==> config.mk <==
export PLATFORM = sky130hd
export DESIGN_NAME = irom_bank
export DESIGN_NICKNAME = d
export VERILOG_FILES = /design/src/rtl/irom_bank_pkg.sv /design/src/rtl/irom_bank_ram.sv /design/src/rtl/irom_bank.sv
export SDC_FILE = /design/constraint.sdc
export NUM_CORES = 2
export LEC_CHECK = 0
export CORE_MARGIN = 3
export CORE_UTILIZATION = 45
export CTS_BUF_LIST = sky130_fd_sc_hd__clkbuf_2
export DETAILED_ROUTE_END_ITERATION = 6
export PLACE_DENSITY = 0.67
export SLEW_MARGIN = 30
export SYNTH_ARGS = -nofsm -noshare
export SYNTH_HDL_FRONTEND = slang
export SYNTH_SLANG_ARGS = --single-unit
==> constraint.sdc <==
create_clock -name Clk -period 4.7 [get_ports Clk]
set_clock_uncertainty 0.1 [all_clocks]
set_input_delay 0.94 -clock Clk [delete_from_list [all_inputs] [get_ports Clk]]
set_output_delay 0.94 -clock Clk [all_outputs]
set_load 0.05 [all_outputs]
==> src/rtl/irom_bank_pkg.sv <==
// irom_bank_pkg: shared definitions for the instruction ROM bank.
// This package holds the load FSM state encodings and the default geometry.
// The geometry must match the upstream IMEM arbiter.
package irom_bank_pkg;

    localparam int IROM_WIDTH  = 8;
    localparam int IROM_ADDR_W = 8;
    localparam int IROM_DEPTH  = 256;

    typedef enum logic [1:0] {
        IROM_EMPTY   = 2'd0,
        IROM_LOADING = 2'd1,
        IROM_RUN     = 2'd2
    } irom_state_t;

endpackage

==> src/rtl/irom_bank_ram.sv <==
// irom_ram: single-port synchronous RAM backing the instruction bank.
// The read data register is cleared on reset, so the bank presents INS=0 out of reset.
// The storage array itself is never cleared.
module irom_ram
    import irom_bank_pkg::*;
#(
    parameter int DATA_W = IROM_WIDTH,
    parameter int ADDR_W = IROM_ADDR_W,
    parameter int DEPTH  = IROM_DEPTH
) (
    input  logic              Clk,
    input  logic              Rst_n,
    input  logic              i_we,
    input  logic              i_re,
    input  logic [ADDR_W-1:0] i_addr,
    input  logic [DATA_W-1:0] i_wdata,
    output logic [DATA_W-1:0] o_rdata
);

    logic [DATA_W-1:0] r_mem [DEPTH];
    logic [DATA_W-1:0] r_rdata;

    // Storage write; no reset, so a partial image survives a reset.
    always_ff @(posedge Clk) begin
        if (i_we) begin
            r_mem[i_addr] <= i_wdata;
        end
    end

    // Registered read; the register holds its value between reads.
    always_ff @(posedge Clk or negedge Rst_n) begin
        if (!Rst_n) begin
            r_rdata <= '0;
        end else if (i_re) begin
            r_rdata <= r_mem[i_addr];
        end
    end

    assign o_rdata = r_rdata;

endmodule

==> src/rtl/irom_bank.sv <==
// irom_bank: instruction memory shared by all cores, fed by the IMEM arbiter.
// A byte-stream load port writes the program image. A load FSM keeps reads blocked until the image is complete.
// Optional feature macro IROM_PARITY_EN: store an even-parity bit per word and flag mismatches on read.
module irom_bank
    import irom_bank_pkg::*;
#(
    parameter int WIDTH  = IROM_WIDTH,
    parameter int ADDR_W = IROM_ADDR_W,
    parameter int DEPTH  = IROM_DEPTH
) (
    input  logic              Clk,
    input  logic              Rst_n,
    input  logic              rEN,
    input  logic [ADDR_W-1:0] ADDR,
    output logic [WIDTH-1:0]  INS,
    output logic              INS_VALID,
    input  logic              LOAD_START,
    input  logic [ADDR_W:0]   LOAD_LEN,
    input  logic [WIDTH-1:0]  LOAD_DATA,
    input  logic              LOAD_VALID,
    output logic              LOAD_READY,
    output logic              LOAD_DONE,
    output logic              PAR_ERR
);

`ifdef IROM_PARITY_EN
    localparam int RAM_W = WIDTH + 1;
`else
    localparam int RAM_W = WIDTH;
`endif

    localparam logic [ADDR_W:0] DEPTH_L = (ADDR_W + 1)'(DEPTH);
    localparam logic [ADDR_W:0] ONE_L   = (ADDR_W + 1)'(1);

    irom_state_t       r_state;
    irom_state_t       w_next_state;
    logic [ADDR_W:0]   r_ptr;
    logic [ADDR_W:0]   r_len;
    logic [ADDR_W:0]   w_len_clamped;
    logic              r_ins_valid;
    logic              r_oob;
    logic              w_ready;
    logic              w_accept;
    logic              w_last;
    logic              w_rd_req;
    logic              w_addr_oob;
    logic [ADDR_W-1:0] w_ram_addr;
    logic [RAM_W-1:0]  w_ram_wdata;
    logic [RAM_W-1:0]  w_ram_rdata;

    assign w_ready    = (r_state == IROM_LOADING) && (r_ptr < r_len);
    assign w_accept   = w_ready && LOAD_VALID && !LOAD_START;
    assign w_last     = (r_ptr == (r_len - ONE_L));
    assign w_rd_req   = (r_state == IROM_RUN) && rEN && !LOAD_START;
    assign w_addr_oob = ({1'b0, ADDR} >= DEPTH_L);
    assign w_ram_addr = (r_state == IROM_LOADING) ? r_ptr[ADDR_W-1:0] : ADDR;

`ifdef IROM_PARITY_EN
    assign w_ram_wdata = {^LOAD_DATA, LOAD_DATA};
    assign PAR_ERR     = !r_oob && (^w_ram_rdata);
`else
    assign w_ram_wdata = LOAD_DATA;
    assign PAR_ERR     = 1'b0;
`endif

    assign INS        = r_oob ? '0 : w_ram_rdata[WIDTH-1:0];
    assign INS_VALID  = r_ins_valid;
    assign LOAD_READY = w_ready;
    assign LOAD_DONE  = (r_state == IROM_RUN);

    // A length of zero, or anything above DEPTH, loads the whole bank.
    always_comb begin
        w_len_clamped = LOAD_LEN;
        if ((LOAD_LEN == '0) || (LOAD_LEN > DEPTH_L)) begin
            w_len_clamped = DEPTH_L;
        end
    end

    // Load FSM state register.
    always_ff @(posedge Clk or negedge Rst_n) begin
        if (!Rst_n) begin
            r_state <= IROM_EMPTY;
        end else begin
            r_state <= w_next_state;
        end
    end

    // Load FSM next state; LOAD_START wins over everything, including an in-flight load.
    always_comb begin
        w_next_state = r_state;
        unique case (r_state)
            IROM_EMPTY: begin
                if (LOAD_START) w_next_state = IROM_LOADING;
            end
            IROM_LOADING: begin
                if (LOAD_START)              w_next_state = IROM_LOADING;
                else if (w_accept && w_last) w_next_state = IROM_RUN;
            end
            IROM_RUN: begin
                if (LOAD_START) w_next_state = IROM_LOADING;
            end
            default: w_next_state = IROM_EMPTY;
        endcase
    end

    // Write pointer and length; a start always rewinds to word zero.
    always_ff @(posedge Clk or negedge Rst_n) begin
        if (!Rst_n) begin
            r_ptr <= '0;
            r_len <= '0;
        end else if (LOAD_START) begin
            r_ptr <= '0;
            r_len <= w_len_clamped;
        end else if (w_accept) begin
            r_ptr <= r_ptr + ONE_L;
        end
    end

    // Read-side qualifiers, registered alongside the RAM read data.
    always_ff @(posedge Clk or negedge Rst_n) begin
        if (!Rst_n) begin
            r_ins_valid <= 1'b0;
            r_oob       <= 1'b0;
        end else begin
            r_ins_valid <= w_rd_req;
            if (w_rd_req) begin
                r_oob <= w_addr_oob;
            end
        end
    end

    irom_ram #(
        .DATA_W (RAM_W),
        .ADDR_W (ADDR_W),
        .DEPTH  (DEPTH)
    ) u_ram (
        .Clk     (Clk),
        .Rst_n   (Rst_n),
        .i_we    (w_accept),
        .i_re    (w_rd_req && !w_addr_oob),
        .i_addr  (w_ram_addr),
        .i_wdata (w_ram_wdata),
        .o_rdata (w_ram_rdata)
    );

endmodule

==> Yosys cells after proc, flatten, opt, wreduce, memory -nomap -nowiden <==
Memories as Yosys holds them, arrays and structs flattened. A register that Yosys moved wholly into a read port is not among the register bits.
Index checks and enable logic that the tools add are counted.
{ "word_totals": {"word_cells": 38, "mem_count": 1, "out_inout_bits": 12, "register_bits": 21, "in_bits": 30, "ram_bits": 2048} }
{ "memory_table": {"columns": ["name", "words", "word_bits", "read_ports", "rd_ports_with_merged_regs", "write_ports", "line", "source"], "rows": [
  ["u_ram.r_mem", 256, 8, 1, 1, 1, "irom_bank_ram.sv:20", "logic [DATA_W-1:0] r_mem [DEPTH];"]
]} }
{ "classes": {"eq_ne": 5, "n_mux": 10, "add_sub_neg": 2, "reduce_logical": 14, "n_lt_le_gt_ge": 2} }
{ "ops": {"columns": ["op", "count"], "rows": [
  ["$mux 9", 3],
  ["$add 9x1->9 const B", 1],
  ["$eq 9x9->1", 1],
  ["$gt 9x9->1 const B", 1],
  ["$logic_not 9->1", 1],
  ["$lt 9x9->1", 1],
  ["$sub 9x1->9 const B", 1],
  ["$mux 8", 1],
  ["$logic_and 1x1->1", 6],
  ["$mux 2", 3],
  ["$pmux 2 s2", 1],
  ["$ne 3x2->1 const B", 1],
  ["$eq 2x1->1 const B", 1],
  ["$eq 2x2->1 const B", 1],
  ["$logic_not 1->1", 2],
  ["$logic_not 2->1", 1],
  ["$mux 1", 2],
  ["$ne 2x1->1 const B", 1],
  ["$reduce_and 2->1", 1],
  ["$reduce_bool 2->1", 1],
  ["$reduce_or 2->1", 1],
  ["$logic_or 1x1->1", 1]
]} }

==> Logic depth before layout (Yosys ltp) <==
{ "depth": {"ltp_word": 8, "ltp_mapped": 14, "mapped_depth_nobuf": 11} }

==> Modules after synthesis <==
Synthesis repeated with hierarchy kept, for this count alone.
{ "unflattened": {"hier_cells": 3784, "area_unflattened_um2": 81171.6} }
{ "modules_own_cells": {"columns": ["module", "instances", "cells_each", "area_each_um2", "seq_area_each_um2"], "rows": [
  ["irom_ram", 1, 3591, 79532.5, 61699.2],
  ["irom_bank", 1, 193, 1639.1, 525.5]
]} }

==> Worst setup path after synthesis <==
Ideal clock, no wire load.
{ "synth_path": {"path_type": "register to register", "start": "reg r_ptr[1]", "end": "mem u_ram.r_mem[152][0] (netlist bit) (enable)", "path_slack_ps": 1060, "arrival_ps": 3169, "t_required_ps": 4230, "path_buffers": 3, "period_less_slack_ps": 3640, "setup_ps": 370, "stages_incl_launch_ff": 14, "cell_sequence": "dfrtp_1 > ha_1 > nor2b_1 > o21a_1 > o21a_1 > o21a_1 > o21a_1 > o2111ai_4 > nand2_4 > buf_6 > or4_1 > clkbuf_1 > buf_2 > nor2_1"} }
{ "synth_between": {"elab_chain_cells": 6, "elab_cells_between_ends": 7, "cone_classes": "order compare (1); mux (3); reduce/logical (3)"} }
{ "synth_lines": {"columns": ["item", "line", "source"], "rows": [
  ["start, declared", "irom_bank.sv:37", "logic [ADDR_W:0] r_ptr;"],
  ["start signal, assigned", "irom_bank.sv:115", "r_ptr <= r_ptr + ONE_L;"],
  ["$lt 9x9->1", "irom_bank.sv:51", "assign w_ready = (r_state == IROM_LOADING) && (r_ptr < r_len);"],
  ["$logic_and 1x1->1", "irom_bank.sv:51", null],
  ["$logic_and 1x1->1 (2 in a row)", "irom_bank.sv:52", "assign w_accept = w_ready && LOAD_VALID && !LOAD_START;"],
  ["$mux 1", "irom_bank_ram.sv:25", "if (i_we) begin"],
  ["$mux 1 (not written as such)", "irom_bank_ram.sv:26", "r_mem[i_addr] <= i_wdata;"],
  ["end, declared", "irom_bank_ram.sv:20", null]
]} }
Parallel ways exist; a longest one is shown, timed or not.

==> Final worst setup path <==
{ "layout_path": {"start": "reg r_len[1]", "end": "out LOAD_READY"} }
{ "layout_between": {"elab_chain_cells": 2} }
{ "layout_lines": {"columns": ["item", "line", "source"], "rows": [
  ["start, declared", "irom_bank.sv:38", "logic [ADDR_W:0] r_len;"],
  ["start signal, assigned", "irom_bank.sv:113", "r_len <= w_len_clamped;"],
  ["$lt 9x9->1", "irom_bank.sv:51", null],
  ["$logic_and 1x1->1", "irom_bank.sv:51", null],
  ["end, declared", "irom_bank.sv:21", "output logic LOAD_READY,"]
]} }
No other way between the ends.

==> metrics list <==
- In the routed layout, each cell is associated on average with a via count of 6.286.
- The final-report hold violation count came to 0.
- The via count of the first global-routing pass came to 48,990.
- Power spread over the standard cell area amounts to 392.7 mW/mm^2.
- Maximum number of buffers from clock root to sink: 4
- Fin crit share: 105.4%
- Each instance of the synthesized netlist takes up on average 17.66 um^2.
- Counting every net in the synthesized netlist gives 4,462.
- Post-synth top cells: sky130_fd_sc_hd__edfxtp_1 (2,048), sky130_fd_sc_hd__a221oi_1 (373), sky130_fd_sc_hd__a22o_1 (364)
- The smallest clock period supported by the final layout is computed as 4.952 ns.
- Entering global routing, the biggest net connects 153 pins.
- Number of nets at the end of the flow: 5,376
* Origin of the critical flop-to-flop path: r_len[1]$_DFFE_PN0P_
- Hold is met by 0.1562 ns.
* Reg clk slew, reported paths: 0.11 ns
- The cell sitting at the root of the clock tree is a sky130_fd_sc_hd__clkbuf_2.
- Synth Instances: 4,420
- CTS tree: built
- The worst register-to-register path has a setup slack of 0.22 ns.
- The H-tree was split into 5 levels.
- Number of placed instances with taps included: 7,098
- Share of synthesized cell area in full adder, half adder and majority cells: 0.1923%
- Register share of total power: 57.2%
- GRT Resource Usage Total: 26.14%
- For hold timing, the worst endpoint is u_ram.r_mem[119][2]$_DFFE_PP_.
- Of the cells placed in the final design, the portion with a size suffix greater than 1 is 26.08%.
- Internal power comes to 26.19 mW.
- The congestion estimate from routability-driven global placement came to 0.9036.
- Portion of total power attributed to combinational logic: 10.9%
- Counting flops with an async set or reset pin after synthesis yields a share of 1.396%.
* Register bit count reported by yosys: 2,077
* Number of enable-type register cells in the synthesized netlist: 2,048
- Detailed-route wire length: 238,700 um
* Estimated wirelength of the detail-placed design: 148,600 um
- Summed over its instances, the top area cell type makes up 78.77% of the synthesized netlist area.
* Net Switching: 9.368 mW
- The number of cells on the worst reg-to-reg path is 15.
- Synthesized-area fraction occupied by xor and xnor cells: 0.1907%
- Number of rows created at floorplan: 152
- First-pass GRT wire length: 341,200 um
- Counting the fill cells in the layout gives 13,840.
- sky130_fd_sc_hd__edfxtp_1 takes more of the synthesized area than any other cell.
- Setup repair after global routing could not meet its margin everywhere.
- The pre-antenna-repair detailed-routing pass consisted of 6 iterations.
- The first routing iteration left 7,749 violations.
- IO buf count: 40
- For this design, the sink count on the clock tree is 2,077.
* Area fraction in and, or, nand and nor cells after synthesis: 3.537%
- Distinct cell type count after synthesis: 70
- Signed area change from the synthesized netlist to the final layout: 15.95%
- Largest family of logic cells by synthesized area: compound AO/OA/AOI/OAI gates
* Number of clock buffers inserted by TritonCTS: 487
- After synthesis, the share of cell area in mux cells is 0.1554%.
* Worst setup slack before clock tree synthesis: -0.1247 ns
* Compound-Gate Fraction of Synth Area: 13.83%
- Along the worst path, the maximum fanout reaches 2.
* Final worst-path setup slack: -0.2523 ns
- Horizontal die dimension: 422.5 um
- Critical register-to-register path endpoint: u_ram.r_mem[114][3]$_DFFE_PP_
- The total overflow left after global routing is 0.
- Setup crit end kind: primary output
- At the later pin of the worst-skew pair, clock insertion delay measures 1.91 ns.
* Pleak: 30.14 nW
* Post-route insts no fill: 8,016
- In this run the remaining antenna-violating nets after routing total 0.
* Sequential cell area in the final layout: 0.06223 mm^2
* Start point of the worst min-delay path: LOAD_DATA[2]
- Vertical die dimension: 422.5 um
* Full die area: 0.1785 mm^2
* Number of cells traversed by the worst hold path: 2
* VDD IR-drop max: 0.2796 mV
- Number of pins exceeding their max-slew limit in the final report: 0
- Arrival @ worst endpoint: 3.91 ns
* Startpoint Class: register
- Initial antenna violation count: 7
* Sw Ratio: 26.35%
- Leading post-synthesis cells by cell area: sky130_fd_sc_hd__edfxtp_1 (79%), sky130_fd_sc_hd__a221oi_1 (4.2%), sky130_fd_sc_hd__a22o_1 (4.1%), sky130_fd_sc_hd__a22oi_1 (2.7%), sky130_fd_sc_hd__o22ai_1 (1.5%)
- Setup violations remaining at the end of the flow were counted as 1.
* Run status: finished with violations
* Achievable clock frequency: 0.2019 GHz
- The path class of the tightest hold or removal check is in2reg.
* Detailed-route DRC error count: 0
- Synth warn: 0
- During I/O placement, the number of pins put on the boundary was 42.
- Vias: 50,390
* Mapped Area: 0.07808 mm^2
- At the worst endpoint, the required time is 3.66 ns.
* Effective utilization at floorplan: 45.36%
- Across the run, the number of max-cap violations was 0.
- Summing the sequential cell areas from Yosys gives 79.70% of the chip area.
- Normalized max-slew margin: 14.56%
- In the synthesized netlist the dominant register cell turns out to be sky130_fd_sc_hd__edfxtp_1.
* Violated checks: setup timing
- For the pin with the worst max-slew slack, the measured transition is 1.282 ns.
* Area of combinational cells with multiple inputs: 0.01406 mm^2
- Dominant cell by count in the synthesized netlist: sky130_fd_sc_hd__edfxtp_1
- The worst setup path is of the reg2out kind.
- Dividing the detail-routed wire length by the instance count gives 29.78 um.
- Clk network pwr share: 31.9%
- Core ar.: 0.1721 mm^2
==> power by group through the flow <==
stage | Clock [mW] | Sequential, mW | Combinational, mW
detailed placement | 0 | 20.8 | 3.74
global route | 12.5 | 20.3 | 4.04
finish | 11.3 | 20.3 | 3.88
CTS | 11.5 | 20.3 | 3.80
floorplan | 0 | 20.8 | 1.89
global placement | 0 | 20.8 | 3.70
==> critical path: stages, from the launching register on <==
cell,delay [ns]
sky130_fd_sc_hd__dfrtp_1,0.41
sky130_fd_sc_hd__inv_2,0.09
sky130_fd_sc_hd__ha_4,0.19
sky130_fd_sc_hd__nor2b_1,0.12
sky130_fd_sc_hd__o21a_1,0.17
sky130_fd_sc_hd__o21a_1,0.17
sky130_fd_sc_hd__o21a_1,0.17
sky130_fd_sc_hd__o21a_1,0.21
sky130_fd_sc_hd__o2111ai_4,0.20
sky130_fd_sc_hd__and2_4,0.18
sky130_fd_sc_hd__buf_8,0.14
==> worst max-delay path by stage <==
stage,start,end,slack [ns],cells after the start
after floorplan,r_ptr[1]$_DFFE_PN0P_,u_ram.r_mem[152][0]$_DFFE_PP_,1.06,13
after global placement,ADDR[1],u_ram.o_rdata[7]$_DFFE_PN0P_,-0.12,12
after global routing,r_len[1]$_DFFE_PN0P_,LOAD_READY,-0.55,10
final,r_len[1]$_DFFE_PN0P_,LOAD_READY,-0.25,10
after detailed placement,ADDR[1],u_ram.o_rdata[5]$_DFFE_PN0P_,-0.12,12
after CTS,r_len[1]$_DFFE_PN0P_,LOAD_READY,-0.52,10
==> placed cells by master (no fill, tap or decap), types with 50 or more instances in the layout <==
cell / synthesis / layout
sky130_fd_sc_hd__buf_12: 0 / 70
sky130_fd_sc_hd__a22o_1: 364 / 364
sky130_fd_sc_hd__buf_4: 31 / 612
sky130_fd_sc_hd__clkbuf_2: 1 / 727
sky130_fd_sc_hd__edfxtp_1: 2048 / 2048
sky130_fd_sc_hd__a22oi_1: 279 / 279
sky130_fd_sc_hd__o22ai_1: 185 / 185
sky130_fd_sc_hd__nand2_1: 59 / 59
sky130_fd_sc_hd__clkinv_1: 0 / 96
sky130_fd_sc_hd__nor4_1: 50 / 50
sky130_fd_sc_hd__a221oi_1: 373 / 373
sky130_fd_sc_hd__nor2_1: 287 / 282
sky130_fd_sc_hd__nand3_1: 110 / 110
==> flip-flops by register name, indices dropped and copies added, names as in the netlist <==
name / flops
u_ram.r_mem: 2048
u_ram.o_rdata: 8
INS_VALID: 1
r_len: 9
r_ptr: 9
r_state: 2
==> cells by family (layout without fill, tap and decap cells) <==
| group | Yosys count | in the layout |
|---|---|---|
| other | 1 | 12 |
| muxes | 9 | 9 |
| buffers and inverters | 366 | 1641 |
| AOI/OAI and AO/OA | 1344 | 1344 |
| xor gates and xnor gates | 17 | 17 |
| DFF | 2077 | 2077 |
| adders and majority gates | 12 | 12 |
| and+or+nand+nor | 594 | 594 |
==> stage by stage <==
step                      power [mW]  utilization, %  setup TNS (ns)  instance area, um^2
after CTS                      35.64           52.53         -0.5197                90400
final                          35.56           52.60         -0.2523                90530
after global placement         24.47           49.72         -0.2954                85570
after floorplan                22.66               -               0                78080
after global routing           36.85           52.60         -0.5500                90530
after detailed placement       24.50           49.72         -0.2240                85570
==> cell type report <==
cell class / instances / share of cell area [%]
repair buffers: 773 / 7.695
well taps: 2310 / 3.193
multi-input cells: 1977 / 15.53
inverters: 18 / 0.07463
clock buffers: 727 / 4.019
clock inverters: 123 / 0.7214
diodes: 11 / 0.03041
flip-flops and latches: 2077 / 68.73
==> timing repair <==
item                                    in CTS  in global routing
endpoints found under the setup margin       2                  2
setup buffers                                3                  2
pin swaps                                    2                  2
hold endpoints to repair                  2055                 55
hold buffers                                48                  2
gates resized for setup                     12                  3
==> layer usage <==
| layer | global-route usage (%) | routed length, um | part of all wire [%] | vias up |
|---|---|---|---|---|
| met3 | 7.498 | 32000 | 13 | 554 |
| met5 | 0 | 0 | 0 | - |
| li1 | - | - | - | 20830 |
| met2 | 38.70 | 106500 | 45 | 3803 |
| met4 | 11.81 | 11050 | 4.6 | 0 |
| met1 | 36.01 | 89150 | 37 | 25200 |
Note: power is estimated with default switching activity, not from simulation.
